[config.mk]
export PLATFORM = sky130hd
export DESIGN_NAME = dec_1
export DESIGN_NICKNAME = d
export VERILOG_FILES = /design/src/rtl/dec_1.sv
export SDC_FILE = /design/constraint.sdc
export NUM_CORES = 2
export LEC_CHECK = 0
export CORE_AREA = 10 10 527 529
export CTS_CLUSTER_DIAMETER = 150
export DETAILED_ROUTE_END_ITERATION = 8
export DIE_AREA = 0 0 537 539
export GPL_ROUTABILITY_DRIVEN = 0
export GPL_TIMING_DRIVEN = 0
export PLACE_DENSITY = 0.3
export REMOVE_ABC_BUFFERS = 1
export SLEW_MARGIN = 20
export SYNTH_ARGS = -nofsm -noshare
export SYNTH_HDL_FRONTEND = slang
export SYNTH_SLANG_ARGS = --single-unit
[constraint.sdc]
create_clock -name clk -period 13.9 [get_ports clk]
set_input_delay 3.475 -clock clk [delete_from_list [all_inputs] [get_ports clk]]
set_output_delay 3.475 -clock clk [all_outputs]
set_load 0.02 [all_outputs]
[src/rtl/dec_1.sv]
// dec_1: 10x6 fixed-point matrix-vector decode, y = sat((W*x + (b<<FRAC)) >>> FRAC), one MAC per cycle, done one cycle after edge T+70.
// No backpressure: start is only taken in IDLE, and w/b must be held steady while busy.
module dec_1 #(
    parameter int BITSIZE = 16,
    parameter int FRAC    = 11
) (
    input  logic                  clk,
    input  logic                  reset,
    input  logic                  start,
    input  logic [BITSIZE*60-1:0] w,
    input  logic [BITSIZE*6-1:0]  x,
    input  logic [BITSIZE*10-1:0] b,
    output logic [BITSIZE*10-1:0] y,
    output logic                  busy,
    output logic                  done
);
    localparam int ACCW = 2*BITSIZE + 4;
    localparam logic signed [ACCW-1:0] SAT_MAX = {{(ACCW-BITSIZE+1){1'b0}}, {(BITSIZE-1){1'b1}}};
    localparam logic signed [ACCW-1:0] SAT_MIN = {{(ACCW-BITSIZE+1){1'b1}}, {(BITSIZE-1){1'b0}}};

    typedef enum logic [1:0] {IDLE, MAC, WRITE} state_t;

    state_t                   state_q, state_d;
    logic [3:0]               row_q, row_d;
    logic [2:0]               col_q, col_d;
    logic signed [ACCW-1:0]   acc_q, acc_d;
    logic [BITSIZE*6-1:0]     x_q, x_d;
    logic [BITSIZE*10-1:0]    y_q, y_d;
    logic                     done_q, done_d;

    logic [6:0]                 w_idx;
    logic signed [BITSIZE-1:0]  w_sel, x_sel, b_sel;
    logic signed [2*BITSIZE-1:0] w_ext, x_ext, prod;
    logic signed [ACCW-1:0]     acc_add, bias_sh, row_sum, shifted;
    logic [BITSIZE-1:0]         res;

    assign w_idx = {3'b000, row_q} * 7'd6 + {4'b0000, col_q};
    assign w_sel = w[BITSIZE*w_idx +: BITSIZE];
    assign x_sel = x_q[BITSIZE*col_q +: BITSIZE];
    assign b_sel = b[BITSIZE*row_q +: BITSIZE];

    // Operands are sign-extended up front so the single multiplier yields the full signed product.
    assign w_ext   = {{BITSIZE{w_sel[BITSIZE-1]}}, w_sel};
    assign x_ext   = {{BITSIZE{x_sel[BITSIZE-1]}}, x_sel};
    assign prod    = w_ext * x_ext;
    assign acc_add = acc_q + {{(ACCW-2*BITSIZE){prod[2*BITSIZE-1]}}, prod};

    assign bias_sh = {{(ACCW-BITSIZE){b_sel[BITSIZE-1]}}, b_sel} << FRAC;
    assign row_sum = acc_q + bias_sh;
    assign shifted = row_sum >>> FRAC;

    always_comb begin
        res = shifted[BITSIZE-1:0];
        if (shifted > SAT_MAX) begin
            res = SAT_MAX[BITSIZE-1:0];
        end else if (shifted < SAT_MIN) begin
            res = SAT_MIN[BITSIZE-1:0];
        end
    end

    always_comb begin
        state_d = state_q;
        row_d   = row_q;
        col_d   = col_q;
        acc_d   = acc_q;
        x_d     = x_q;
        y_d     = y_q;
        done_d  = 1'b0;
        unique case (state_q)
            IDLE: begin
                if (start) begin
                    x_d     = x;
                    row_d   = '0;
                    col_d   = '0;
                    acc_d   = '0;
                    state_d = MAC;
                end
            end
            MAC: begin
                acc_d = acc_add;
                if (col_q == 3'd5) begin
                    state_d = WRITE;
                end else begin
                    col_d = col_q + 3'd1;
                end
            end
            WRITE: begin
                y_d[BITSIZE*row_q +: BITSIZE] = res;
                acc_d = '0;
                col_d = '0;
                if (row_q == 4'd9) begin
                    state_d = IDLE;
                    done_d  = 1'b1;
                end else begin
                    row_d   = row_q + 4'd1;
                    state_d = MAC;
                end
            end
            default: state_d = IDLE;
        endcase
    end

    always_ff @(posedge clk or negedge reset) begin
        if (!reset) begin
            state_q <= IDLE;
            row_q   <= '0;
            col_q   <= '0;
            acc_q   <= '0;
            x_q     <= '0;
            y_q     <= '0;
            done_q  <= 1'b0;
        end else begin
            state_q <= state_d;
            row_q   <= row_d;
            col_q   <= col_d;
            acc_q   <= acc_d;
            x_q     <= x_d;
            y_q     <= y_d;
            done_q  <= done_d;
        end
    end

    assign y    = y_q;
    assign busy = (state_q != IDLE);
    assign done = done_q;
endmodule

== After elaboration in Yosys (flattened, before gate mapping) ==
Index checks and enable logic that the tools add are counted.

* Bits in registers: 302
* Input port bits: 1219
* Output and inout bits: 162
* Word-level logic and storage cells: 56

* Add/sub/neg operators: 6
* $mul: 2
* Order comparisons: 2
* Eq/ne operators: 8
* Shift-type cells: 5
* Multiplexer cells: 17
* Reductions and logical operators: 9

{| class="wikitable"
|+ Operator list
! kind !! count
|-
| indexed part select 960 x 12 -> 16 bit || 1
|-
| bitwise mux 160 bit || 1
|-
| variable shift 16 x 34 -> 160 bit (first input constant) || 1
|-
| indexed part select 16 x 34 -> 160 bit || 1
|-
| indexed part select 160 x 9 -> 16 bit || 1
|-
| case mux 36 bit (3 select lines) || 1
|-
| indexed part select 96 x 8 -> 16 bit || 1
|-
| adder 36 x 27 -> 36 bit || 1
|-
| adder 36 bit || 1
|-
| 2-to-1 mux 36 bit || 1
|-
| negator 8 -> 34 bit || 1
|-
| multiplier 16 x 16 -> 32 bit || 1
|-
| 2-to-1 mux 16 bit || 2
|-
| greater-than comparator 25 x 16 -> 1 bit (second input constant) || 1
|-
| < comparator 25 x 16 -> 1 bit (second input constant) || 1
|-
| case mux 3 bit (3 select lines) || 1
|-
| 2-to-1 mux 4 bit || 2
|-
| != test 2 bit (second input constant) || 4
|-
| case mux 4 bit (2 select lines) || 1
|-
| adder 7 x 3 -> 7 bit || 1
|-
| multiplier 4 x 2 -> 6 bit (second input constant) || 1
|-
| 2-to-1 mux 3 bit || 2
|-
| case mux 2 bit (3 select lines) || 1
|-
| AND reduction 2 bit || 3
|-
| 12 further kinds || 17
|}

== Depth between registers and ports, before layout ==
* Depth after elaboration: 7
* Mapped depth: 53
* Depth with buffers taken out: 45

== Worst setup path before layout ==
Ideal clock, no wire load.

* Path type: register -> register
* From: reg row_q[0]
* To: reg acc_q[35]
* Library setup time: 126 ps
* Arrival time: 11891 ps
* Data required time: 13774 ps
* Path slack: 1883 ps
* Cell stages (with the launch flop): 49
* Buffers on the path: 8
* Clock period less this slack: 12017 ps
* Cell sequence: dfrtp_1 -> buf_2 -> buf_1 -> buf_2 -> buf_1 -> clkbuf_1 -> inv_1 -> ha_1 -> fa_1 -> xor2_1 -> buf_6 -> buf_4 -> mux4_2 -> nor2_1 -> a21oi_1 -> o211ai_1 -> buf_2 -> nor2_1 -> (+13 left out) -> a31oi_1 -> a21oi_1 -> or2_2 -> o21ai_0 -> nand2_1 -> a21oi_1 -> xnor2_1 -> ha_1 -> and3_1 -> o22ai_1 -> nor4_1 -> nor3b_1 -> o211ai_1 -> o211ai_1 -> o21ai_0 -> xnor2_1 -> nor3_1 -> o21bai_1

* Word-level cells in the longest chain between the ends: 6

{| class="wikitable"
|+ Ends and longest elaborated chain
! item !! line !! source
|-
| start, declared || 24 || <nowiki>logic [3:0] row_q, row_d;</nowiki>
|-
| start signal, assigned || 114 || <nowiki>row_q <= row_d;</nowiki>
|-
| multiplier 4 x 2 -> 6 bit || 37 || <nowiki>assign w_idx = {3'b000, row_q} * 7'd6 + {4'b0000, col_q};</nowiki>
|-
| adder 7 x 3 -> 7 bit || 37 ||
|-
| indexed part select 960 x 12 -> 16 bit || 38 || <nowiki>assign w_sel = w[BITSIZE*w_idx +: BITSIZE];</nowiki>
|-
| multiplier 16 x 16 -> 32 bit || 45 || <nowiki>assign prod = w_ext * x_ext;</nowiki>
|-
| adder 36 bit || 46 || <nowiki>assign acc_add = acc_q + {{(ACCW-2*BITSIZE){prod[2*BITSIZE-1]}}, prod};</nowiki>
|-
| case mux 36 bit (3 select lines) || 69 || <nowiki>unique case (state_q)</nowiki>
|-
| end signal, assigned || 108 || <nowiki>acc_q <= '0;</nowiki>
|-
| end signal, assigned || 116 || <nowiki>acc_q <= acc_d;</nowiki>
|-
| end, declared || 26 || <nowiki>logic signed [ACCW-1:0] acc_q, acc_d;</nowiki>
|}

No other way between the ends.
A chain may end at the register's enable or synchronous reset.

== Final worst setup path ==
* From: in w[79]
* To: reg acc_q[35]

* Word-level cells in the longest chain between the ends: 4

{| class="wikitable"
|+ Ends and longest elaborated chain
! item !! line !! source
|-
| start, declared || 10 || <nowiki>input logic [BITSIZE*60-1:0] w,</nowiki>
|-
| indexed part select 960 x 12 -> 16 bit || 38 ||
|-
| multiplier 16 x 16 -> 32 bit || 45 ||
|-
| adder 36 bit || 46 ||
|-
| case mux 36 bit (3 select lines) || 69 ||
|}

No other way between the ends.

==> flow_summary.json <==
{
  "synth_compound_area_frac": 0.113,
  "most-common-layout-cells": "clkdlybuf4s50_1, mux4_2, inv_1",
  "final.min_clock_period_ns": 13.29,
  "cts_tree": "done",
  "grt_setup_unrepaired": "false",
  "cts_buffer_depth": 3,
  "wirelength_microns": 233000,
  "critPathKind": "in -> reg",
  "grt_pass1_wl_microns": 314000,
  "cp_common_cell": "fa_1",
  "syn_area_sq_mm": 0.0348,
  "cp.required_ns": 14.43,
  "tns_ns": 0,
  "synthMuxAreaShare": 0.268,
  "tightest_slew_ns": 1.09,
  "setup_violations": 0,
  "finalWorstSetupSlack_ns": 0.610,
  "cts-hold-fix-buffers": 0,
  "synth_edf_count": 0,
  "crit_path_end_kind": "flip-flop",
  "outcome": "complete, no violations",
  "fmax_mhz": 75.2,
  "mostFrequentLayoutCell": "clkdlybuf4s50_1",
  "ys.warnings.count": 0,
  "grt_max_degree": 86,
  "synth_xor_area_frac": 0.0255,
  "synth_ff_type": "dfrtp_1",
  "final_antenna_net_count": 0,
  "max_cap_viol_count": 0,
  "hold_violations": 0,
  "synth.distinct_cells": 92,
  "route.vias.total": 31500,
  "skew_ns": 0.0302,
  "critical_path.startpoint_type": "input port",
  "synthSimpleGateAreaFrac": 0.106,
  "start_util": 0.130,
  "drt-initial-drc-count": 1436,
  "synth-seq-area-share": 0.217,
  "crit_slowest_cell": "fa_1",
  "critical_path.max_stage_delay_ns": 0.68,
  "core_area_sq_mm": 0.267,
  "ios": 1381,
  "ys_seq_elements": 302,
  "finalMaxSlewViolations": 0,
  "antenna_found_initial": 81,
  "gr-total-overflow": 0,
  "dieArea_sq_mm": 0.289,
  "rows": 190,
  "synth_top_family_by_area": "multiplexers",
  "routedWlPerCell_microns": 28.6,
  "via_per_inst": 3.86,
  "arrival_ns": 13.82,
  "die_w_microns": 537,
  "drt_first_pass_iters": 5,
  "synthArstFlopShare": 1.00,
  "maxSlewHeadroom": 0.272,
  "syn_inst": 3215,
  "port_buffers": 1380,
  "cts_num_sinks": 302,
  "hp-class": "reg -> reg",
  "drc": 0,
  "cp_max_fo": 9,
  "area_delta_synth_final_pct": 60.3,
  "clock_latency_ns": 0.61,
  "grt_pass1_vias": 35000,
  "nNetsFinal": 6198,
  "grt_usage": 0.155,
  "htree_levels": 2,
  "synth.avg_cell_area_sq_um": 10.8,
  "synthAdderAreaFrac": 0.209,
  "pre_cts_slack_ns": -0.962,
  "post_route_cells_drive_above_1_share": 0.163,
  "clkTransAtPathRegs_ns": 0.06,
  "numCtsBuffers": 41,
  "die_h_microns": 539,
  "dp_hpwl_microns": 207000,
  "fin_crit_sh": 0.956,
  "root_buffer": "clkbuf_16"
}
## through the flow
stage,instances,hold slack (ns),util,instance area (sq um)
6_report,8153,0.482,0.209,55800
5_1_grt,8145,0.508,0.209,55800
4_1_cts,8135,0.483,0.208,55600
3_5_place_dp,8062,0.468,0.203,54200
3_3_place_gp,7959,0.466,0.195,52200
2_1_floorplan,3027,0.455,-,33900
## critical path: cells and delay by family
family,cells,cell delay (ns)
AOI/OAI and AO/OA,12,2.43
xor gates and xnor gates,2,0.34
adders and majority gates,8,3.91
buffers and inverters,8,1.43
muxes,3,1.29
and+or+nand+nor,6,0.90
## area by class of cell
| cell class | instances | area, sq um |
|---|---|---|
| well taps | 3552 | 4440 |
| diodes | 12 | 30.0 |
| fillers | 29000 | 211000 |
| multi-input cells | 2391 | 25500 |
| inverters | 334 | 1260 |
| clock inverters | 13 | 219 |
| clock buffers | 60 | 1150 |
| repair buffers | 1489 | 15600 |
| flip-flops and latches | 302 | 7570 |
## routing by layer
metal	wire length (microns)	GRT usage	up-vias
met4	3730	0.0172	28
li1	-	-	14200
met5	191	0	-
met3	12600	0.0342	223
met1	90400	0.175	16000
met2	126000	0.303	996
## logic make-up after synthesis
kind of cell	after synthesis
AO/OA/AOI/OAI	576
multiplexers	505
XOR/XNOR	96
flip-flops	302
adder cells (fa/ha/maj)	420
buffers and inverters	522
AND/OR/NAND/NOR	794
## synthesized netlist by cell type, types with 58 or more instances
cell,number,area [sq um]
mux4_2,332,7480
ha_1,153,1910
mux2_2,97,1090
nand2_1,244,916
mux2i_1,75,751
clkbuf_1,88,330
o21ai_0,102,510
fa_1,267,5350
inv_1,331,1240
dfrtp_1,302,7560
a21oi_1,153,766
a211oi_1,90,676
nand2b_1,75,469
buf_2,58,290
nor2_1,278,1040
xnor2_1,58,508
## final timing paths
path | from | end | slack, ns | cells past startpoint
max in group asynchronous | reset | x_q[10] | 9.94 | 3
max reg2reg | col_q[1] | acc_q[35] | 1.12 | 44
min in group asynchronous | reset | y[23] | 2.78 | 1
max | w[79] | acc_q[35] | 0.61 | 39
min | y[95] | y[95] | 0.48 | 2
min reg2reg | y[95] | y[95] | 0.48 | 2
## registers in the layout (all words and copies together) (netlist names)
name	cells
x_q	96
acc_q	36
y	160
col_q	3
done	1
row_q	4
state_q	2
## what timing repair did
action | in CTS | in global routing
buffers inserted | 0 | 6
setup endpoints to repair | 2 | 4
pin swaps | 0 | 2
resized for setup | 8 | 14
Power is not shown: default switching activity piles up to over one toggle a cycle in this logic, so the estimate is an artifact.
